## src/rtl/panel_pkg.sv

```systemverilog
`default_nettype none
// ============================================================================
//  Module      : panel_pkg
//  Description : Shared types and default timing constants for the front-panel
//                input conditioning block: button FSM state encoding and the
//                default debounce / long-press / step-tick periods.
//  Revision    : 1.0 - initial release
// ============================================================================
package panel_pkg;

  // Default timing values in clk cycles
  localparam int unsigned DEB_CYCLES_DEF  = 1_000_000;
  localparam int unsigned LONG_CYCLES_DEF = 200_000_000;
  localparam int unsigned TICK_CYCLES_DEF = 400_000_000;

  // Button conditioning FSM states
  typedef enum logic [1:0] {
    IDLE       = 2'd0,
    DB_PRESS   = 2'd1,
    HELD       = 2'd2,
    DB_RELEASE = 2'd3
  } btn_state_e;

endpackage
`default_nettype wire

```

## src/rtl/tick_gen.sv

```systemverilog
`default_nettype none
// ============================================================================
//  Module      : tick_gen
//  Description : Free-running step-tick generator. Counts enabled clk cycles
//                and emits a registered one-cycle pulse every TICK_CYCLES of
//                them. Disabling or clearing restarts the count from zero.
//  Ports       : clk       - clock, rising edge
//                rst_n     - asynchronous active-low reset
//                run_en    - count enable; low holds the counter at zero
//                tick_clr  - synchronous restart, wins over run_en
//                step_tick - one-cycle pulse per completed period
//  Revision    : 1.0 - initial release
// ============================================================================
module tick_gen
  import panel_pkg::*;
#(
  parameter int unsigned TICK_CYCLES = TICK_CYCLES_DEF
) (
  input  logic clk,
  input  logic rst_n,
  input  logic run_en,
  input  logic tick_clr,
  output logic step_tick
);

  localparam int unsigned       TW        = $clog2(TICK_CYCLES);
  localparam logic [TW-1:0]     TCNT_LAST = TW'(TICK_CYCLES - 1);

  logic [TW-1:0] tcnt_q, tcnt_d;
  logic          step_tick_q, step_tick_d;

  always_comb begin
    tcnt_d      = tcnt_q;
    step_tick_d = 1'b0;
    if (tick_clr || !run_en) begin
      tcnt_d = '0;
    end else if (tcnt_q == TCNT_LAST) begin
      tcnt_d      = '0;
      step_tick_d = 1'b1;
    end else begin
      tcnt_d = tcnt_q + TW'(1);
    end
  end

  always_ff @(posedge clk or negedge rst_n) begin
    if (!rst_n) begin
      tcnt_q      <= '0;
      step_tick_q <= 1'b0;
    end else begin
      tcnt_q      <= tcnt_d;
      step_tick_q <= step_tick_d;
    end
  end

  assign step_tick = step_tick_q;

endmodule
`default_nettype wire

```

## src/rtl/panel_input_cond.sv

```systemverilog
`default_nettype none
// ============================================================================
//  Module      : panel_input_cond
//  Description : Front-panel input conditioning. Synchronises and debounces a
//                push-button (press / long-press / level) and a 3-bit mode
//                switch bank, and hosts the step-tick generator.
//  Ports       : clk, rst_n          - clock / async active-low reset
//                button_raw          - raw push-button, high = pressed
//                switch_raw[2:0]     - raw mode switches
//                run_en, tick_clr    - step-tick enable / restart
//                btn_press, btn_long - one-cycle press / long-hold pulses
//                btn_level           - debounced button level
//                sw_stable[2:0]      - debounced switch value
//                sw_changed          - pulse when sw_stable updates
//                step_tick           - periodic step pulse
//  Revision    : 1.0 - initial release
// ============================================================================
module panel_input_cond
  import panel_pkg::*;
#(
  parameter int unsigned DEB_CYCLES  = DEB_CYCLES_DEF,
  parameter int unsigned LONG_CYCLES = LONG_CYCLES_DEF,
  parameter int unsigned TICK_CYCLES = TICK_CYCLES_DEF
) (
  input  logic       clk,
  input  logic       rst_n,
  input  logic       button_raw,
  input  logic [2:0] switch_raw,
  input  logic       run_en,
  input  logic       tick_clr,
  output logic       btn_press,
  output logic       btn_long,
  output logic       btn_level,
  output logic [2:0] sw_stable,
  output logic       sw_changed,
  output logic       step_tick
);

  localparam int unsigned   DW        = $clog2(DEB_CYCLES);
  localparam int unsigned   HW        = $clog2(LONG_CYCLES);
  localparam logic [DW-1:0] DCNT_LAST = DW'(DEB_CYCLES - 1);
  localparam logic [HW-1:0] HCNT_LAST = HW'(LONG_CYCLES - 1);
  localparam logic [HW-1:0] HCNT_PRE  = HW'(LONG_CYCLES - 2);

  // --------------------------------------------------------------------------
  // Two-flop synchronisers
  // --------------------------------------------------------------------------
  logic       btn_meta_q, btn_sync_q;
  logic [2:0] sw_meta_q,  sw_sync_q;

  always_ff @(posedge clk or negedge rst_n) begin
    if (!rst_n) begin
      btn_meta_q <= 1'b0;
      btn_sync_q <= 1'b0;
      sw_meta_q  <= 3'b000;
      sw_sync_q  <= 3'b000;
    end else begin
      btn_meta_q <= button_raw;
      btn_sync_q <= btn_meta_q;
      sw_meta_q  <= switch_raw;
      sw_sync_q  <= sw_meta_q;
    end
  end

  // --------------------------------------------------------------------------
  // Button FSM
  // --------------------------------------------------------------------------
  btn_state_e    state_q, state_d;
  logic [DW-1:0] dcnt_q, dcnt_d;
  logic [HW-1:0] hcnt_q, hcnt_d;
  logic          press_q, press_d;
  logic          long_q, long_d;
  logic          level_q, level_d;

  always_comb begin
    state_d = state_q;
    dcnt_d  = dcnt_q;
    hcnt_d  = hcnt_q;
    press_d = 1'b0;
    long_d  = 1'b0;
    case (state_q)
      IDLE: begin
        if (btn_sync_q) begin
          state_d = DB_PRESS;
          dcnt_d  = '0;
        end
      end
      DB_PRESS: begin
        if (!btn_sync_q) begin
          state_d = IDLE;
        end else if (dcnt_q == DCNT_LAST) begin
          state_d = HELD;
          press_d = 1'b1;
          hcnt_d  = '0;
        end else begin
          dcnt_d = dcnt_q + DW'(1);
        end
      end
      HELD: begin
        if (!btn_sync_q) begin
          state_d = DB_RELEASE;
          dcnt_d  = '0;
        end else if (hcnt_q != HCNT_LAST) begin
          // Saturating count: the long pulse fires only on the step into the
          // last value, so a hold never produces it twice.
          hcnt_d = hcnt_q + HW'(1);
          long_d = (hcnt_q == HCNT_PRE);
        end
      end
      DB_RELEASE: begin
        // hcnt is left untouched so a release glitch resumes the same hold
        if (btn_sync_q) begin
          state_d = HELD;
        end else if (dcnt_q == DCNT_LAST) begin
          state_d = IDLE;
        end else begin
          dcnt_d = dcnt_q + DW'(1);
        end
      end
      default: state_d = IDLE;
    endcase
    level_d = (state_d == HELD) || (state_d == DB_RELEASE);
  end

  always_ff @(posedge clk or negedge rst_n) begin
    if (!rst_n) begin
      state_q <= IDLE;
      dcnt_q  <= '0;
      hcnt_q  <= '0;
      press_q <= 1'b0;
      long_q  <= 1'b0;
      level_q <= 1'b0;
    end else begin
      state_q <= state_d;
      dcnt_q  <= dcnt_d;
      hcnt_q  <= hcnt_d;
      press_q <= press_d;
      long_q  <= long_d;
      level_q <= level_d;
    end
  end

  // --------------------------------------------------------------------------
  // Switch debounce: a candidate value must stay unchanged for a full window
  // before it replaces sw_stable; any change restarts the window.
  // --------------------------------------------------------------------------
  logic [2:0]    sw_prev_q;
  logic [2:0]    sw_stable_q, sw_stable_d;
  logic [DW-1:0] scnt_q, scnt_d;
  logic          sw_changed_q, sw_changed_d;

  always_comb begin
    sw_stable_d  = sw_stable_q;
    scnt_d       = scnt_q;
    sw_changed_d = 1'b0;
    if (sw_sync_q == sw_stable_q) begin
      scnt_d = '0;
    end else if (sw_sync_q != sw_prev_q) begin
      scnt_d = '0;
    end else if (scnt_q == DCNT_LAST) begin
      sw_stable_d  = sw_sync_q;
      sw_changed_d = 1'b1;
      scnt_d       = '0;
    end else begin
      scnt_d = scnt_q + DW'(1);
    end
  end

  always_ff @(posedge clk or negedge rst_n) begin
    if (!rst_n) begin
      sw_prev_q    <= 3'b000;
      sw_stable_q  <= 3'b000;
      scnt_q       <= '0;
      sw_changed_q <= 1'b0;
    end else begin
      sw_prev_q    <= sw_sync_q;
      sw_stable_q  <= sw_stable_d;
      scnt_q       <= scnt_d;
      sw_changed_q <= sw_changed_d;
    end
  end

  // --------------------------------------------------------------------------
  // Step tick
  // --------------------------------------------------------------------------
  tick_gen #(
    .TICK_CYCLES (TICK_CYCLES)
  ) u_tick_gen (
    .clk       (clk),
    .rst_n     (rst_n),
    .run_en    (run_en),
    .tick_clr  (tick_clr),
    .step_tick (step_tick)
  );

  assign btn_press  = press_q;
  assign btn_long   = long_q;
  assign btn_level  = level_q;
  assign sw_stable  = sw_stable_q;
  assign sw_changed = sw_changed_q;

endmodule
`default_nettype wire

```

## config.mk

```make
export PLATFORM = sky130hd
export DESIGN_NAME = panel_input_cond
export DESIGN_NICKNAME = d
export VERILOG_FILES = /design/src/rtl/panel_pkg.sv /design/src/rtl/tick_gen.sv /design/src/rtl/panel_input_cond.sv
export SDC_FILE = /design/constraint.sdc
export NUM_CORES = 1
export LEC_CHECK = 0
export ABC_AREA = 1
export BUFFER_PORTS_ARGS = -buffer_cell sky130_fd_sc_hd__buf_2
export CAP_MARGIN = 0
export CORE_ASPECT_RATIO = 1.1
export CORE_MARGIN = 3
export CORE_UTILIZATION = 40
export DETAILED_ROUTE_END_ITERATION = 12
export SLEW_MARGIN = 0
export SYNTH_ARGS = -nofsm -noshare
export SYNTH_HDL_FRONTEND = slang
export SYNTH_SLANG_ARGS = --single-unit
```

## constraint.sdc

```tcl
create_clock -name clk -period 3.2 [get_ports clk]
set_input_delay 0.32 -clock clk [delete_from_list [all_inputs] [get_ports clk]]
set_output_delay 0.32 -clock clk [all_outputs]
set_load 0.01 [all_outputs]
```

# After elaboration in Yosys (flattened, before gate mapping)
# Cells that the tools add are included.
# totals
mem_count,0
rom_bits,0
ramBits,0
word_cells,83
in_bits,8
out_inout_bits,8
latchBits,0
register_bits,118
# classes
n_addsub,4
n_eq_ne,19
div_mod_pow,0
multipliers,0
bitwise_logic,2
n_shift,0
n_reduce_logical,8
n_lt_le_gt_ge,0
muxes,34
# ops
op,count
two-way mux 20 bit,8
two-way mux 28 bit,4
one-hot mux 20 bit (4 select lines),1
two-way mux 29 bit,2
one-hot mux 28 bit (2 select lines),1
adder 20 x 1 -> 20 bit (second input constant),2
equality test 20 bit (second input constant),2
adder 29 x 1 -> 29 bit (second input constant),1
equality test 29 bit (second input constant),1
adder 28 x 1 -> 28 bit (second input constant),1
equality test 28 bit (second input constant),1
!= test 28 bit (second input constant),1
!= test 2 bit (second input constant),7
two-way mux 2 bit,6
two-way mux 1 bit,11
equality test 2 bit (second input constant),4
one-hot mux 2 bit (4 select lines),1
AND reduction 5 bit,1
AND reduction 4 bit,1
equality test 3 bit,1
!= test 3 bit,1
AND reduction 3 bit,1
equality test 2 x 1 -> 1 bit (second input constant),1
zero test 2 bit,1
other kinds (4),6

# Depth between registers and ports, before layout
# Gate-level depths: netlist of run 1.
# depth
ltp_word,6
ltp_mapped,11
mapped_depth_nobuf,11

# Hierarchy
# A second synthesis of run 1 with hierarchy kept.
# unflattened
hier_cells,1004
area_unflattened_um2,6998.0
# modules_own_cells
mod,area_per_inst_um2,cells_per_inst,n_inst
panel_input_cond,5213.8,761,1
tick_gen,1784.2,243,1

# Worst setup path before layout of run 1
# No wires, ideal clock.
# synth_path
kind,register -> register
startpoint,register hcnt_q[0]
endpoint,register hcnt_q[18]
slack_ns,1.474
setup_ns,0.116
t_arrival_ns,1.610
synth_period_minus_slack_ns,1.726
path_stages_with_launch,12
cell_sequence,dfrtp_1 -> ha_1 -> inv_1 -> nor2_4 -> nand2_2 -> nor2_1 -> nand3_1 -> nand2_2 -> nor2_8 -> buf_6 -> nand2_1 -> nand2_1
# synth_via
elab_chain_cells,4
elab_cells_between_ends,7
cone_classes,1 x add/sub; 2 x eq/ne; 3 x mux; 1 x reduce/logical
# synth_rtl
element,line,rtl
"start, declared",panel_input_cond.sv:70,"logic [HW-1:0] hcnt_q, hcnt_d;"
"start signal, assigned",panel_input_cond.sv:136,hcnt_q <= hcnt_d;
adder 28 x 1 -> 28 bit,panel_input_cond.sv:106,hcnt_d = hcnt_q + HW'(1);
two-way mux 28 bit,panel_input_cond.sv:103,end else if (hcnt_q != HCNT_LAST) begin
two-way mux 28 bit,panel_input_cond.sv:100,if (!btn_sync_q) begin
one-hot mux 28 bit (2 select lines),panel_input_cond.sv:81,case (state_q)
# Parallel ways exist; a longest one is shown, timed or not. The select of a mux whose other input is x is not followed.
# A chain may end at the register's enable or synchronous reset.

# Worst setup path in the final report of run 1
# layout_path
startpoint,register dcnt_q[0]
endpoint,register hcnt_q[20]
# layout_via
elab_chain_cells,3
# layout_rtl
element,line,rtl
"start, declared",panel_input_cond.sv:69,"logic [DW-1:0] dcnt_q, dcnt_d;"
"start signal, assigned",panel_input_cond.sv:135,dcnt_q <= dcnt_d;
equality test 20 bit,panel_input_cond.sv:91,end else if (dcnt_q == DCNT_LAST) begin
!= test 2 bit (no line),-,
AND reduction 5 bit (no line),-,
# Every way passes these cells.

==> results of run 1 <==
-- per-layer routing --
layer	part of all wire [%]	vias to the layer above
met5	0	-
met4	2.5	0
met3	3.1	30
met2	47	97
met1	47	2859
li1	-	3287
-- logic make-up (layout without fill, tap and decap cells) --
family	after synthesis	count (layout)	synth area share, %
compound gates	33	33	2.68
xor+xnor	40	40	5.00
fa+ha+maj	5	5	0.892
buf+inv	105	148	6.39
flops	117	117	41.7
simple gates	731	731	43.3
-- flip-flops by register name (all words and copies together), names as in the netlist --
signal and cells:
sw_stable 3, state_q 1, btn_meta_q 1, sw_meta_q 3, sw_changed 1, btn_press 1, hcnt_q 28, u_tick_gen.step_tick 1
u_tick_gen.tcnt_q 29, scnt_q 20, btn_level 1, btn_long 1, sw_sync_q 3, dcnt_q 20, sw_prev_q 3, btn_sync_q 1
-- worst min path at each step --
stage	end	slack (ps)	cells after the start
6_report	scnt_q[10]	10	1
4_1_cts	scnt_q[8]	50	1
5_1_grt	scnt_q[7]	100	1
3_5_place_dp	btn_sync_q	340	0
2_1_floorplan	btn_level	20	0
3_3_place_gp	btn_sync_q	330	0
-- what timing repair did --
action,in CTS,in global routing
buffers inserted,0,0
hold buffers,4,0
endpoints found under the setup margin,0,0
hold endpoints to repair,4,0
-- through the flow --
step / area (sq um) / power, mW / std cells
after global routing: 7890 / 3.44 / 1308
after global placement: 7330 / 1.65 / 1272
final: 7890 / 3.31 / 1308
after detailed placement: 7330 / 1.65 / 1272
after floorplan: 7010 / 1.59 / 1031
after CTS: 7890 / 3.36 / 1308
-- worst register-to-register path, cell delays in order, from the launching register on --
cell and delay (ps):
sky130_fd_sc_hd__dfrtp_1 430, sky130_fd_sc_hd__ha_1 320, sky130_fd_sc_hd__nand3_2 190, sky130_fd_sc_hd__nor2_1 150
sky130_fd_sc_hd__nand2_1 90, sky130_fd_sc_hd__o21ai_1 150, sky130_fd_sc_hd__nand3_2 490, sky130_fd_sc_hd__nand2_1 220
sky130_fd_sc_hd__nand2_1 70
-- cell type report --
class / instances / area, sq um / share of cell area [%]
Clock buffer: 22 / 464 / 5.89
Clock inverter: 10 / 57.6 / 0.730
Inverter: 90 / 338 / 4.28
Multi-Input combinational cell: 809 / 3640 / 46.1
Sequential cell: 117 / 2930 / 37.1
Tap cell: 234 / 293 / 3.71
Timing Repair Buffer: 26 / 170 / 2.16
-- synthesized netlist by cell type, types with 6 or more instances --
master,count
sky130_fd_sc_hd__nand2_1,359
sky130_fd_sc_hd__nor2_1,218
sky130_fd_sc_hd__dfrtp_1,117
sky130_fd_sc_hd__inv_1,88
sky130_fd_sc_hd__nand3_1,64
sky130_fd_sc_hd__nor3_1,41
sky130_fd_sc_hd__xor2_1,29
sky130_fd_sc_hd__nand4_1,17
sky130_fd_sc_hd__o21ai_0,17
sky130_fd_sc_hd__xnor2_1,11
sky130_fd_sc_hd__nor2_2,8
sky130_fd_sc_hd__nor3b_1,8
sky130_fd_sc_hd__a21oi_1,6
-- power groups by stage --
stage / registers, mW / clock network, mW / logic (mW)
after floorplan: 1.53 / 0 / 0.0623
after global placement: 1.53 / 0 / 0.110
after detailed placement: 1.54 / 0 / 0.111
after CTS: 1.51 / 1.74 / 0.115
after global routing: 1.51 / 1.80 / 0.129
final: 1.51 / 1.69 / 0.110
==> flow_results.xml, run 1 <==
<?xml version="1.0" encoding="UTF-8"?>
<metrics>
  <group name="detailed_routing">
    <metric name="drc_violations_left" unit="">0</metric>
    <metric name="dr_total_vias" unit="">6273</metric>
    <metric name="wl_per_cell" unit="um">12.7</metric>
    <metric name="routed_via_count_divided_by_cell_count" unit="">4.80</metric>
    <metric name="firstDrtPassIters" unit="">5</metric>
    <metric name="detail_route.iter0.violations" unit="">326</metric>
    <metric name="wirelength" unit="mm">16.6</metric>
    <metric name="drtAntennaViolNets" unit="">0</metric>
  </group>
  <group name="layout">
    <metric name="fin_nets" unit="">1074</metric>
    <metric name="most-common-layout-cells" unit="">359 x sky130_fd_sc_hd__nand2_1, 218 x sky130_fd_sc_hd__nor2_1, 117 x sky130_fd_sc_hd__dfrtp_1</metric>
    <metric name="fillers" unit="">1786</metric>
    <metric name="layout_commonest_cell" unit="">sky130_fd_sc_hd__nand2_1</metric>
    <metric name="final_core_occ" unit="%">46.2</metric>
    <metric name="layout-drive-gt1-share" unit="%">6.89</metric>
    <metric name="layout-area-overhead-vs-synth" unit="%">12.5</metric>
    <metric name="ant_cells" unit="">0</metric>
  </group>
  <group name="cts">
    <metric name="number_of_buffers_created_by_cts" unit="">17</metric>
    <metric name="cts_tree" unit="">built</metric>
    <metric name="clkTransAtPathRegs" unit="ps">50</metric>
    <metric name="cts-htree-levels" unit="">4</metric>
    <metric name="cts_root_buf" unit="">sky130_fd_sc_hd__clkbuf_16</metric>
    <metric name="worstSkewPairLatency" unit="ps">420</metric>
    <metric name="clock-sinks" unit="">117</metric>
    <metric name="clock_tree.buffer_depth" unit="">2</metric>
    <metric name="post_cts_resized" unit="">0</metric>
  </group>
  <group name="synthesis">
    <metric name="synth_edf_count" unit="">0</metric>
    <metric name="ys_types" unit="">32</metric>
    <metric name="synth.yosys.seq_area_share" unit="%">41.7</metric>
    <metric name="synthFlopType" unit="">sky130_fd_sc_hd__dfrtp_1</metric>
    <metric name="synth.ff_latch_count" unit="">117</metric>
    <metric name="postSynthCellCount" unit="">1031</metric>
    <metric name="asyncSetResetFlopFracSynth" unit="%">100</metric>
    <metric name="synth.avg_cell_area" unit="sq um">6.80</metric>
    <metric name="synth.largest_area_cell" unit="">sky130_fd_sc_hd__dfrtp_1</metric>
    <metric name="syn-cell-area" unit="sq um">7010</metric>
    <metric name="yosys.area.top_type_share" unit="%">41.7</metric>
    <metric name="mapped_nets" unit="">1044</metric>
    <metric name="synth_warnings" unit="">0</metric>
    <metric name="netlist_top_cells_area" unit="">sky130_fd_sc_hd__dfrtp_1 42%, sky130_fd_sc_hd__nand2_1 19%, sky130_fd_sc_hd__nor2_1 12%, sky130_fd_sc_hd__inv_1 4.7%, sky130_fd_sc_hd__nand3_1 4.6%</metric>
  </group>
  <group name="grt">
    <metric name="global_route_wire_length_before_repair" unit="mm">28.7</metric>
    <metric name="grt_max_degree" unit="">67</metric>
    <metric name="antenna_found_initial" unit="">0</metric>
    <metric name="most_used_routing_layer" unit="">met2</metric>
    <metric name="grt_util_all_layers" unit="%">18.4</metric>
    <metric name="met2_usage" unit="%">31.0</metric>
    <metric name="number_of_global_route_vias_before_repair" unit="">6079</metric>
    <metric name="grt_util_met1" unit="%">23.5</metric>
    <metric name="groute.layer.met3.usage" unit="%">3.25</metric>
    <metric name="globalRouteOverflowTotal" unit="">0</metric>
  </group>
  <group name="timing">
    <metric name="setup_violation_total_in_the_final_timing_report" unit="">0</metric>
    <metric name="postLayoutSetupSlackWorst" unit="ps">987</metric>
    <metric name="worstMarginPinSlew" unit="ps">868</metric>
    <metric name="fin_skew" unit="ps">5.34</metric>
    <metric name="finalHoldViolCount" unit="">0</metric>
    <metric name="final_max_slew_viol_count" unit="">0</metric>
    <metric name="grt_setup_unrepaired" unit="">no</metric>
    <metric name="whs" unit="ps">11.3</metric>
    <metric name="maxClockFrequency" unit="GHz">0.452</metric>
    <metric name="max-slew-margin-rel" unit="%">42.1</metric>
    <metric name="final.period_utilization" unit="%">69.2</metric>
    <metric name="tns" unit="ps">0</metric>
    <metric name="post-route-min-period" unit="ps">2210</metric>
  </group>
  <group name="worst_setup_path">
    <metric name="arrival" unit="ps">2520</metric>
    <metric name="critical_path.top_delay_family" unit="">simple AND/OR/NAND/NOR gates</metric>
    <metric name="timing.reg2reg.setup_slack" unit="ps">990</metric>
    <metric name="worst_path_largest_cell_delay" unit="ps">490</metric>
    <metric name="critical_path.endpoint_type" unit="">register</metric>
    <metric name="reg_to_reg_startpoint" unit="">dcnt_q[0]</metric>
    <metric name="timing.critical_path.fanout_max" unit="">28</metric>
    <metric name="cp_cell_sequence" unit="">ha_1 -&gt; nand3_2 -&gt; nor2_1 -&gt; nand2_1 -&gt; o21ai_1 -&gt; nand3_2 -&gt; nand2_1 -&gt; nand2_1</metric>
    <metric name="crit_path_start_kind" unit="">register</metric>
    <metric name="crit_type" unit="">register to register</metric>
    <metric name="crit_start" unit="">dcnt_q[0]</metric>
    <metric name="crit_end" unit="">hcnt_q[20]</metric>
    <metric name="worst-path-buf-inv" unit="">0</metric>
    <metric name="critPathSlowestCell" unit="">sky130_fd_sc_hd__nand3_2</metric>
    <metric name="critical_path_depth" unit="">8</metric>
    <metric name="cp_common_cell" unit="">sky130_fd_sc_hd__nand2_1</metric>
    <metric name="worst_ep_required_time" unit="ps">3510</metric>
    <metric name="critical_path.reg2reg.endpoint" unit="">hcnt_q[20]</metric>
    <metric name="worst_r2r_path_depth" unit="">8</metric>
  </group>
  <group name="placed_design">
    <metric name="gpl_congestion" unit="">0.907</metric>
    <metric name="pre_cts_worst_setup_slack" unit="ps">988</metric>
    <metric name="port_buffers" unit="">15</metric>
    <metric name="dpl.hpwl" unit="mm">12.0</metric>
  </group>
  <group name="floorplanning">
    <metric name="floorplan.die_area" unit="sq um">19200</metric>
    <metric name="fp-row-count" unit="">50</metric>
    <metric name="die-height" unit="um">145</metric>
    <metric name="core_area" unit="sq um">17100</metric>
    <metric name="die-width" unit="um">132</metric>
    <metric name="boundaryPins" unit="">16</metric>
    <metric name="effective_utilization_at_floorplan" unit="%">41.1</metric>
  </group>
  <group name="pwr">
    <metric name="clkPwrFrac" unit="%">51.1</metric>
    <metric name="power_per_cell_area" unit="nW/um^2">420</metric>
    <metric name="power.share.combinational" unit="%">3.3</metric>
    <metric name="power.share.sequential" unit="%">45.6</metric>
    <metric name="max-vdd-ir-drop" unit="mV">0.400</metric>
    <metric name="cellLeakagePower" unit="nW">3.23</metric>
    <metric name="p_int" unit="mW">2.54</metric>
    <metric name="p_sw" unit="uW">772</metric>
    <metric name="power.share.switching" unit="%">23.3</metric>
  </group>
  <group name="run">
    <metric name="drv_cap" unit="">0</metric>
  </group>
  <group name="hold_path">
    <metric name="worst_hold_path_type" unit="">primary input to async pin</metric>
  </group>
  <group name="outcome">
    <metric name="outcome" unit="">finished clean</metric>
  </group>
</metrics>
(Power assumes the default switching activity.)
==> run 2: changes to the inputs <==
--- a/config.mk
+++ b/config.mk
@@ -5,7 +5,7 @@
 export SDC_FILE = /design/constraint.sdc
 export NUM_CORES = 1
 export LEC_CHECK = 0
-export ABC_AREA = 1
+export ABC_AREA = 0
 export BUFFER_PORTS_ARGS = -buffer_cell sky130_fd_sc_hd__buf_2
 export CAP_MARGIN = 0
 export CORE_ASPECT_RATIO = 1.1
==> constraint.sdc (replaced) <==
create_clock -name clk -period 2.3 [get_ports clk]
set_input_delay 0.23 -clock clk [delete_from_list [all_inputs] [get_ports clk]]
set_output_delay 0.23 -clock clk [all_outputs]
set_load 0.01 [all_outputs]
==> flow_results.xml, run 2 <==
<?xml version="1.0" encoding="UTF-8"?>
<metrics>
  <group name="timing">
    <metric name="grt_setup_unrepaired" unit="">no</metric>
    <metric name="setup_violation_total_in_the_final_timing_report" unit="">0</metric>
    <metric name="tns" unit="ps">0</metric>
    <metric name="final_max_slew_viol_count" unit="">0</metric>
    <metric name="max-slew-margin-rel" unit="%">54.8</metric>
    <metric name="final.period_utilization" unit="%">94.5</metric>
    <metric name="maxClockFrequency" unit="GHz">0.460</metric>
    <metric name="fin_skew" unit="ps">9.62</metric>
    <metric name="worstMarginPinSlew" unit="ps">672</metric>
    <metric name="post-route-min-period" unit="ps">2170</metric>
    <metric name="finalHoldViolCount" unit="">0</metric>
  </group>
  <group name="layout">
    <metric name="post_layout_nonfiller_instances" unit="">828</metric>
    <metric name="ff_latch_area" unit="sq um">2930</metric>
    <metric name="layout_commonest_cell" unit="">sky130_fd_sc_hd__dfrtp_1</metric>
    <metric name="layout-drive-gt1-share" unit="%">13.8</metric>
    <metric name="regMostFlops" unit="">u_tick_gen.tcnt_q</metric>
    <metric name="ant_cells" unit="">0</metric>
    <metric name="multi_input_comb_area" unit="sq um">2680</metric>
    <metric name="fin_nets" unit="">640</metric>
    <metric name="most-common-layout-cells" unit="">117 x sky130_fd_sc_hd__dfrtp_1, 84 x sky130_fd_sc_hd__nor2_1, 45 x sky130_fd_sc_hd__nand2_1</metric>
    <metric name="largest_reg_flops" unit="">29</metric>
    <metric name="fillers" unit="">1266</metric>
    <metric name="largest_registers" unit="">u_tick_gen.tcnt_q (29), hcnt_q (28)</metric>
    <metric name="layout-area-overhead-vs-synth" unit="%">20.6</metric>
  </group>
  <group name="floorplanning">
    <metric name="die-width" unit="um">120</metric>
    <metric name="effective_utilization_at_floorplan" unit="%">41.1</metric>
    <metric name="fp-row-count" unit="">45</metric>
    <metric name="core_area" unit="sq um">13900</metric>
    <metric name="floorplan.die_area" unit="sq um">15800</metric>
    <metric name="die-height" unit="um">131</metric>
    <metric name="boundaryPins" unit="">16</metric>
  </group>
  <group name="grt">
    <metric name="antenna_found_initial" unit="">0</metric>
    <metric name="grt_max_degree" unit="">118</metric>
    <metric name="globalRouteOverflowTotal" unit="">0</metric>
    <metric name="number_of_global_route_vias_before_repair" unit="">4314</metric>
    <metric name="grt_util_all_layers" unit="%">15.4</metric>
    <metric name="global_route_wire_length_before_repair" unit="mm">20.1</metric>
  </group>
  <group name="cts">
    <metric name="clkTransAtPathRegs" unit="ps">60</metric>
    <metric name="cts-htree-levels" unit="">4</metric>
    <metric name="cts_root_buf" unit="">sky130_fd_sc_hd__clkbuf_16</metric>
    <metric name="clock_tree.buffer_depth" unit="">2</metric>
    <metric name="worstSkewPairLatency" unit="ps">410</metric>
    <metric name="number_of_buffers_created_by_cts" unit="">17</metric>
    <metric name="cts_tree" unit="">built</metric>
    <metric name="cts.repair_timing.setup_buffer_count" unit="">0</metric>
    <metric name="clock-sinks" unit="">117</metric>
  </group>
  <group name="synthesis">
    <metric name="synth.avg_cell_area" unit="sq um">9.89</metric>
    <metric name="mapped_nets" unit="">591</metric>
    <metric name="synth_warnings" unit="">0</metric>
    <metric name="synthTopCellsByCount" unit="">117 x sky130_fd_sc_hd__dfrtp_1, 84 x sky130_fd_sc_hd__nor2_1, 45 x sky130_fd_sc_hd__nand2_1</metric>
    <metric name="synthMostInstantiatedCell" unit="">sky130_fd_sc_hd__dfrtp_1</metric>
    <metric name="postSynthCellCount" unit="">578</metric>
    <metric name="synth.largest_area_cell" unit="">sky130_fd_sc_hd__dfrtp_1</metric>
    <metric name="netlist_top_cells_area" unit="">sky130_fd_sc_hd__dfrtp_1 51%, sky130_fd_sc_hd__xor2_1 5.8%, sky130_fd_sc_hd__nor2_1 5.5%, sky130_fd_sc_hd__xnor2_1 5.1%, sky130_fd_sc_hd__nand4_1 3.1%</metric>
    <metric name="asyncSetResetFlopFracSynth" unit="%">100</metric>
    <metric name="synth.ff_latch_count" unit="">117</metric>
    <metric name="yosys.area.top_type_share" unit="%">51.2</metric>
    <metric name="synth.yosys.seq_area_share" unit="%">51.2</metric>
    <metric name="syn-cell-area" unit="sq um">5720</metric>
    <metric name="synthFlopType" unit="">sky130_fd_sc_hd__dfrtp_1</metric>
    <metric name="ys_types" unit="">50</metric>
    <metric name="synth_edf_count" unit="">0</metric>
  </group>
  <group name="pwr">
    <metric name="max-vdd-ir-drop" unit="mV">0.594</metric>
    <metric name="cellLeakagePower" unit="nW">2.90</metric>
    <metric name="power_per_cell_area" unit="nW/um^2">749</metric>
    <metric name="power.share.sequential" unit="%">40.7</metric>
    <metric name="power.share.switching" unit="%">20.1</metric>
    <metric name="power.share.combinational" unit="%">2.2</metric>
    <metric name="p_sw" unit="mW">1.04</metric>
    <metric name="p_int" unit="mW">4.13</metric>
    <metric name="clkPwrFrac" unit="%">57.1</metric>
  </group>
  <group name="detailed_routing">
    <metric name="drtAntennaViolNets" unit="">0</metric>
    <metric name="dr_total_vias" unit="">4331</metric>
    <metric name="routed_via_count_divided_by_cell_count" unit="">5.23</metric>
    <metric name="drc_violations_left" unit="">0</metric>
    <metric name="wirelength" unit="mm">11.3</metric>
    <metric name="wl_per_cell" unit="um">13.6</metric>
    <metric name="detail_route.iter0.violations" unit="">232</metric>
    <metric name="firstDrtPassIters" unit="">4</metric>
  </group>
  <group name="hold_path">
    <metric name="worst_hold_path_type" unit="">primary input to register</metric>
  </group>
  <group name="worst_setup_path">
    <metric name="crit_path_start_kind" unit="">register</metric>
    <metric name="critPathSlowestCell" unit="">sky130_fd_sc_hd__or4b_2</metric>
    <metric name="critical_path.endpoint_type" unit="">register</metric>
    <metric name="timing.critical_path.fanout_max" unit="">4</metric>
    <metric name="worst_ep_required_time" unit="ps">2600</metric>
    <metric name="crit_type" unit="">register to register</metric>
    <metric name="worst_path_largest_cell_delay" unit="ps">670</metric>
    <metric name="arrival" unit="ps">2470</metric>
    <metric name="cp_cell_sequence" unit="">or4b_2 -&gt; nor3b_1 -&gt; nand4_1 -&gt; or2_2 -&gt; mux2_2</metric>
  </group>
  <group name="placed_design">
    <metric name="dpl.hpwl" unit="mm">7.33</metric>
    <metric name="post-place-cells" unit="">791</metric>
    <metric name="gpl_congestion" unit="">0.814</metric>
    <metric name="port_buffers" unit="">15</metric>
  </group>
  <group name="outcome">
    <metric name="outcome" unit="">finished clean</metric>
  </group>
  <group name="run">
    <metric name="drv_cap" unit="">0</metric>
  </group>
</metrics>
run 2: changes by cell type in the layout (fill, tap and decap cells not counted), moves of 9 or more:
cell and change:
sky130_fd_sc_hd__and4_1 +13, sky130_fd_sc_hd__buf_4 +17, sky130_fd_sc_hd__nand4_1 +11, sky130_fd_sc_hd__xor2_1 +9, sky130_fd_sc_hd__a21oi_1 +14, sky130_fd_sc_hd__nand2_1 -314
sky130_fd_sc_hd__nor3_1 -25, sky130_fd_sc_hd__or3_1 +16, sky130_fd_sc_hd__nand3_1 -39, sky130_fd_sc_hd__inv_1 -74, sky130_fd_sc_hd__nor2_1 -134, sky130_fd_sc_hd__and3_1 +16
sky130_fd_sc_hd__nor4_1 +12, sky130_fd_sc_hd__xnor2_1 +22
run 2: repair_timing:
item                       CTS  global route
setup endpoints to repair    0             6
gates resized for setup      0             1
hold buffers                 5             0
hold endpoints to repair   121             0
run 2: cell type report:
cell class	instances	area share (%)
multi-input cells	431	38.8
repair buffers	46	4.92
flip-flops and latches	117	42.4
inverters	14	0.762
well taps	188	3.41
clock buffers	20	6.77
clock inverters	12	2.90
run 2: critical path, delay by kind of cell, from the launching register on:
family           cells  cell delay, ps
AND/OR/NAND/NOR      4            1390
flip-flops           1             390
multiplexers         1             280
run 2: metrics by stage:
stage / hold WS, ps / area [sq um] / setup WS (ps) / util [%] / total power [mW]
floorplan: -65.6 / 5720 / 15.5 / - / 2.18
global placement: 335 / 6180 / 76.9 / 44.4 / 2.25
detailed placement: 336 / 6180 / 35.6 / 44.4 / 2.25
CTS: 258 / 6890 / 22.3 / 49.6 / 5.22
global route: 285 / 6900 / 5.82 / 49.6 / 5.36
finish: 273 / 6900 / 127 / 49.6 / 5.16
run 2: worst paths after layout:
path / start / endpoint / slack [ps] / depth (start not counted)
max in group asynchronous: rst_n / dcnt_q[0] / 1370 / 3
min reg2reg: btn_meta_q / btn_sync_q / 350 / 0
max reg2reg: scnt_q[8] / sw_stable[2] / 130 / 5
min: run_en / u_tick_gen.tcnt_q[4] / 270 / 3
max: scnt_q[8] / sw_stable[2] / 130 / 5
min in group asynchronous: rst_n / hcnt_q[23] / 430 / 3
run 2: power by group through the flow:
| stage | registers [mW] | clock network, mW | logic, mW |
|---|---|---|---|
| global placement | 2.13 | 0 | 0.111 |
| CTS | 2.10 | 3.00 | 0.122 |
| floorplan | 2.13 | 0 | 0.0457 |
| detailed placement | 2.14 | 0 | 0.114 |
| global route | 2.10 | 3.12 | 0.137 |
| finish | 2.10 | 2.95 | 0.116 |
run 2: kinds of logic after synthesis:
| group | after synthesis | share of synthesized area [%] |
|---|---|---|
| and+or+nand+nor | 292 | 27.2 |
| DFF | 117 | 51.2 |
| xor gates and xnor gates | 71 | 10.9 |
| AOI/OAI and AO/OA | 57 | 6.15 |
| buffers and inverters | 30 | 2.10 |
| muxes | 6 | 1.36 |
| adders and majority gates | 5 | 1.09 |
run 2: metal layers:
metal	share of wire, %	track usage (%)	routed length [um]	vias to the layer above
li1	-	-	-	2137
met1	46	19.6	5210	2114
met2	49	25.1	5520	60
met3	3.1	4.56	354	20
met4	1.6	5.41	185	0
met5	0	0	0	-
==> run 3: changes to the inputs <==
==> constraint.sdc (replaced) <==
create_clock -name clk -period 2.3 [get_ports clk]
set_input_delay 0.46 -clock clk [delete_from_list [all_inputs] [get_ports clk]]
set_output_delay 0.46 -clock clk [all_outputs]
set_load 0.01 [all_outputs]
==> flow_results.xml, run 3 (synthesis gave the netlist of run 2 again) <==
<?xml version="1.0" encoding="UTF-8"?>
<metrics>
  <group name="grt">
    <metric name="number_of_global_route_vias_before_repair" unit="">4358</metric>
    <metric name="grt_max_degree" unit="">52</metric>
    <metric name="grt_util_all_layers" unit="%">15.6</metric>
    <metric name="globalRouteOverflowTotal" unit="">0</metric>
    <metric name="antenna_found_initial" unit="">0</metric>
    <metric name="global_route_wire_length_before_repair" unit="mm">20.2</metric>
  </group>
  <group name="placed_design">
    <metric name="port_buffers" unit="">15</metric>
    <metric name="pre_cts_worst_setup_slack" unit="ps">48.1</metric>
    <metric name="postPlaceCellArea" unit="sq um">6190</metric>
    <metric name="dpl.hpwl" unit="mm">7.84</metric>
    <metric name="post-place-cells" unit="">793</metric>
    <metric name="gpl_congestion" unit="">0.803</metric>
  </group>
  <group name="cts">
    <metric name="clock_tree.buffer_depth" unit="">2</metric>
    <metric name="number_of_buffers_created_by_cts" unit="">17</metric>
    <metric name="cts.repair_timing.setup_buffer_count" unit="">0</metric>
    <metric name="clkTransAtPathRegs" unit="ps">50</metric>
    <metric name="holdBufCountCts" unit="">0</metric>
    <metric name="cts-htree-levels" unit="">4</metric>
    <metric name="cts_root_buf" unit="">sky130_fd_sc_hd__clkbuf_16</metric>
    <metric name="worstSkewPairLatency" unit="ps">420</metric>
    <metric name="clock-sinks" unit="">117</metric>
    <metric name="cts_tree" unit="">built</metric>
  </group>
  <group name="pwr">
    <metric name="cellLeakagePower" unit="nW">2.87</metric>
    <metric name="max-vdd-ir-drop" unit="mV">0.599</metric>
    <metric name="power_per_cell_area" unit="nW/um^2">719</metric>
    <metric name="total_power" unit="mW">4.89</metric>
  </group>
  <group name="layout">
    <metric name="fillers" unit="">1276</metric>
    <metric name="largest_reg_flops" unit="">29</metric>
    <metric name="final_design_area_no_fill" unit="sq um">6800</metric>
    <metric name="layout_commonest_cell" unit="">sky130_fd_sc_hd__dfrtp_1</metric>
    <metric name="fin_nets" unit="">637</metric>
    <metric name="layout-area-overhead-vs-synth" unit="%">18.9</metric>
    <metric name="most-common-layout-cells" unit="">117 x sky130_fd_sc_hd__dfrtp_1, 84 x sky130_fd_sc_hd__nor2_1, 45 x sky130_fd_sc_hd__nand2_1</metric>
    <metric name="layout-drive-gt1-share" unit="%">13.8</metric>
    <metric name="post_layout_nonfiller_instances" unit="">825</metric>
    <metric name="multi_input_comb_area" unit="sq um">2680</metric>
    <metric name="ff_latch_area" unit="sq um">2930</metric>
    <metric name="ant_cells" unit="">0</metric>
    <metric name="regMostFlops" unit="">u_tick_gen.tcnt_q</metric>
    <metric name="largest_registers" unit="">u_tick_gen.tcnt_q (29), hcnt_q (28)</metric>
  </group>
  <group name="floorplanning">
    <metric name="boundaryPins" unit="">16</metric>
    <metric name="fp-row-count" unit="">45</metric>
    <metric name="die-width" unit="um">120</metric>
    <metric name="core_area" unit="sq um">13900</metric>
    <metric name="floorplan.die_area" unit="sq um">15800</metric>
    <metric name="effective_utilization_at_floorplan" unit="%">41.1</metric>
    <metric name="die-height" unit="um">131</metric>
  </group>
  <group name="timing">
    <metric name="maxClockFrequency" unit="GHz">0.468</metric>
    <metric name="post-route-min-period" unit="ps">2140</metric>
    <metric name="postLayoutSetupSlackWorst" unit="ps">165</metric>
    <metric name="final.period_utilization" unit="%">92.8</metric>
    <metric name="tns" unit="ps">0</metric>
    <metric name="worstMarginPinSlew" unit="ps">661</metric>
    <metric name="finalHoldViolCount" unit="">0</metric>
    <metric name="setup_violation_total_in_the_final_timing_report" unit="">0</metric>
    <metric name="final_max_slew_viol_count" unit="">0</metric>
    <metric name="grt_setup_unrepaired" unit="">no</metric>
    <metric name="fin_skew" unit="ps">10.4</metric>
    <metric name="max-slew-margin-rel" unit="%">55.5</metric>
  </group>
  <group name="hold_path">
    <metric name="worst_hold_path_type" unit="">primary input to async pin</metric>
  </group>
  <group name="detailed_routing">
    <metric name="detail_route.iter0.violations" unit="">331</metric>
    <metric name="wl_per_cell" unit="um">13.7</metric>
    <metric name="drc_violations_left" unit="">0</metric>
    <metric name="routed_via_count_divided_by_cell_count" unit="">5.28</metric>
    <metric name="firstDrtPassIters" unit="">4</metric>
    <metric name="drtAntennaViolNets" unit="">0</metric>
    <metric name="wirelength" unit="mm">11.3</metric>
    <metric name="dr_total_vias" unit="">4356</metric>
  </group>
  <group name="worst_setup_path">
    <metric name="critical_path.endpoint_type" unit="">register</metric>
    <metric name="critPathSlowestCell" unit="">sky130_fd_sc_hd__or4b_2</metric>
    <metric name="critical_path.reg2reg.endpoint" unit="">sw_stable[1]</metric>
    <metric name="timing.reg2reg.setup_slack" unit="ps">160</metric>
    <metric name="critical_path.top_delay_family" unit="">simple AND/OR/NAND/NOR gates</metric>
    <metric name="timing.critical_path.fanout_max" unit="">4</metric>
    <metric name="crit_type" unit="">register to register</metric>
    <metric name="crit_path_start_kind" unit="">register</metric>
    <metric name="reg_to_reg_startpoint" unit="">scnt_q[8]</metric>
    <metric name="cp_cell_sequence" unit="">or4b_2 -&gt; nor3b_1 -&gt; nand4_1 -&gt; or2_4 -&gt; mux2_2</metric>
    <metric name="worst-path-buf-inv" unit="">0</metric>
    <metric name="worst_r2r_path_depth" unit="">5</metric>
    <metric name="worst_ep_required_time" unit="ps">2600</metric>
    <metric name="arrival" unit="ps">2430</metric>
    <metric name="worst_path_largest_cell_delay" unit="ps">690</metric>
  </group>
  <group name="outcome">
    <metric name="outcome" unit="">finished clean</metric>
  </group>
  <group name="run">
    <metric name="drv_cap" unit="">0</metric>
  </group>
</metrics>
==> run 3: cell types whose count changed in the layout (fill, tap and decap cells not counted), sizes merged <==
cell	change
bufinv	-2
buf	+2
clkbuf	+2
dlygate4sd3	-5
clkinvlp	-2
clkinv	+2
==> run 3: worst max path at each step <==
stage | startpoint | endpoint | slack (ps) | cells past startpoint
3_3_place_gp | hcnt_q[18] | hcnt_q[4] | 70 | 6
5_1_grt | scnt_q[6] | sw_stable[2] | 50 | 5
2_1_floorplan | hcnt_q[18] | hcnt_q[0] | 20 | 6
3_5_place_dp | hcnt_q[18] | hcnt_q[4] | 50 | 6
6_report | scnt_q[8] | sw_stable[1] | 160 | 5
4_1_cts | hcnt_q[18] | hcnt_q[4] | 30 | 6
==> run 3: power breakdown <==
group / internal [mW] / leakage (nW) / switching [mW]
combinational: 0.0359 / 0.964 / 0.0786
clock: 1.77 / 0.299 / 0.898
sequential: 2.08 / 1.60 / 0.0192
total: 3.89 / 2.87 / 0.996
==> run 3: metal layers <==
layer / share of wire, % / vias to the layer above / wire (um) / global-route usage, %
met5: 0 / - / 0 / 0
met4: 1.5 / 0 / 166 / 7.77
met3: 3.3 / 16 / 377 / 4.09
met2: 49 / 70 / 5520 / 25.1
met1: 46 / 2133 / 5240 / 19.4
li1: - / 2137 / - / -
==> run 3: final cells by class <==
type | instances | area share (%)
Tap cell | 188 | 3.46
Clock buffer | 22 | 6.97
Sequential cell | 117 | 43.1
Clock inverter | 10 | 1.88
Multi-Input combinational cell | 431 | 39.4
Timing Repair Buffer | 43 | 4.47
Inverter | 14 | 0.773
==> run 3: timing repair <==
action,4_1_cts,5_1_grt
endpoints found under the hold margin,0,0
endpoints found under the setup margin,0,9
gates resized for setup,0,2
==> run 3: stage by stage <==
stage | utilization, % | hold WS (ps)
after floorplan | - | 164
after global placement | 44.5 | 337
after detailed placement | 44.5 | 338
after CTS | 48.9 | 20.4
after global routing | 48.9 | 52.7
final | 48.9 | 17.5
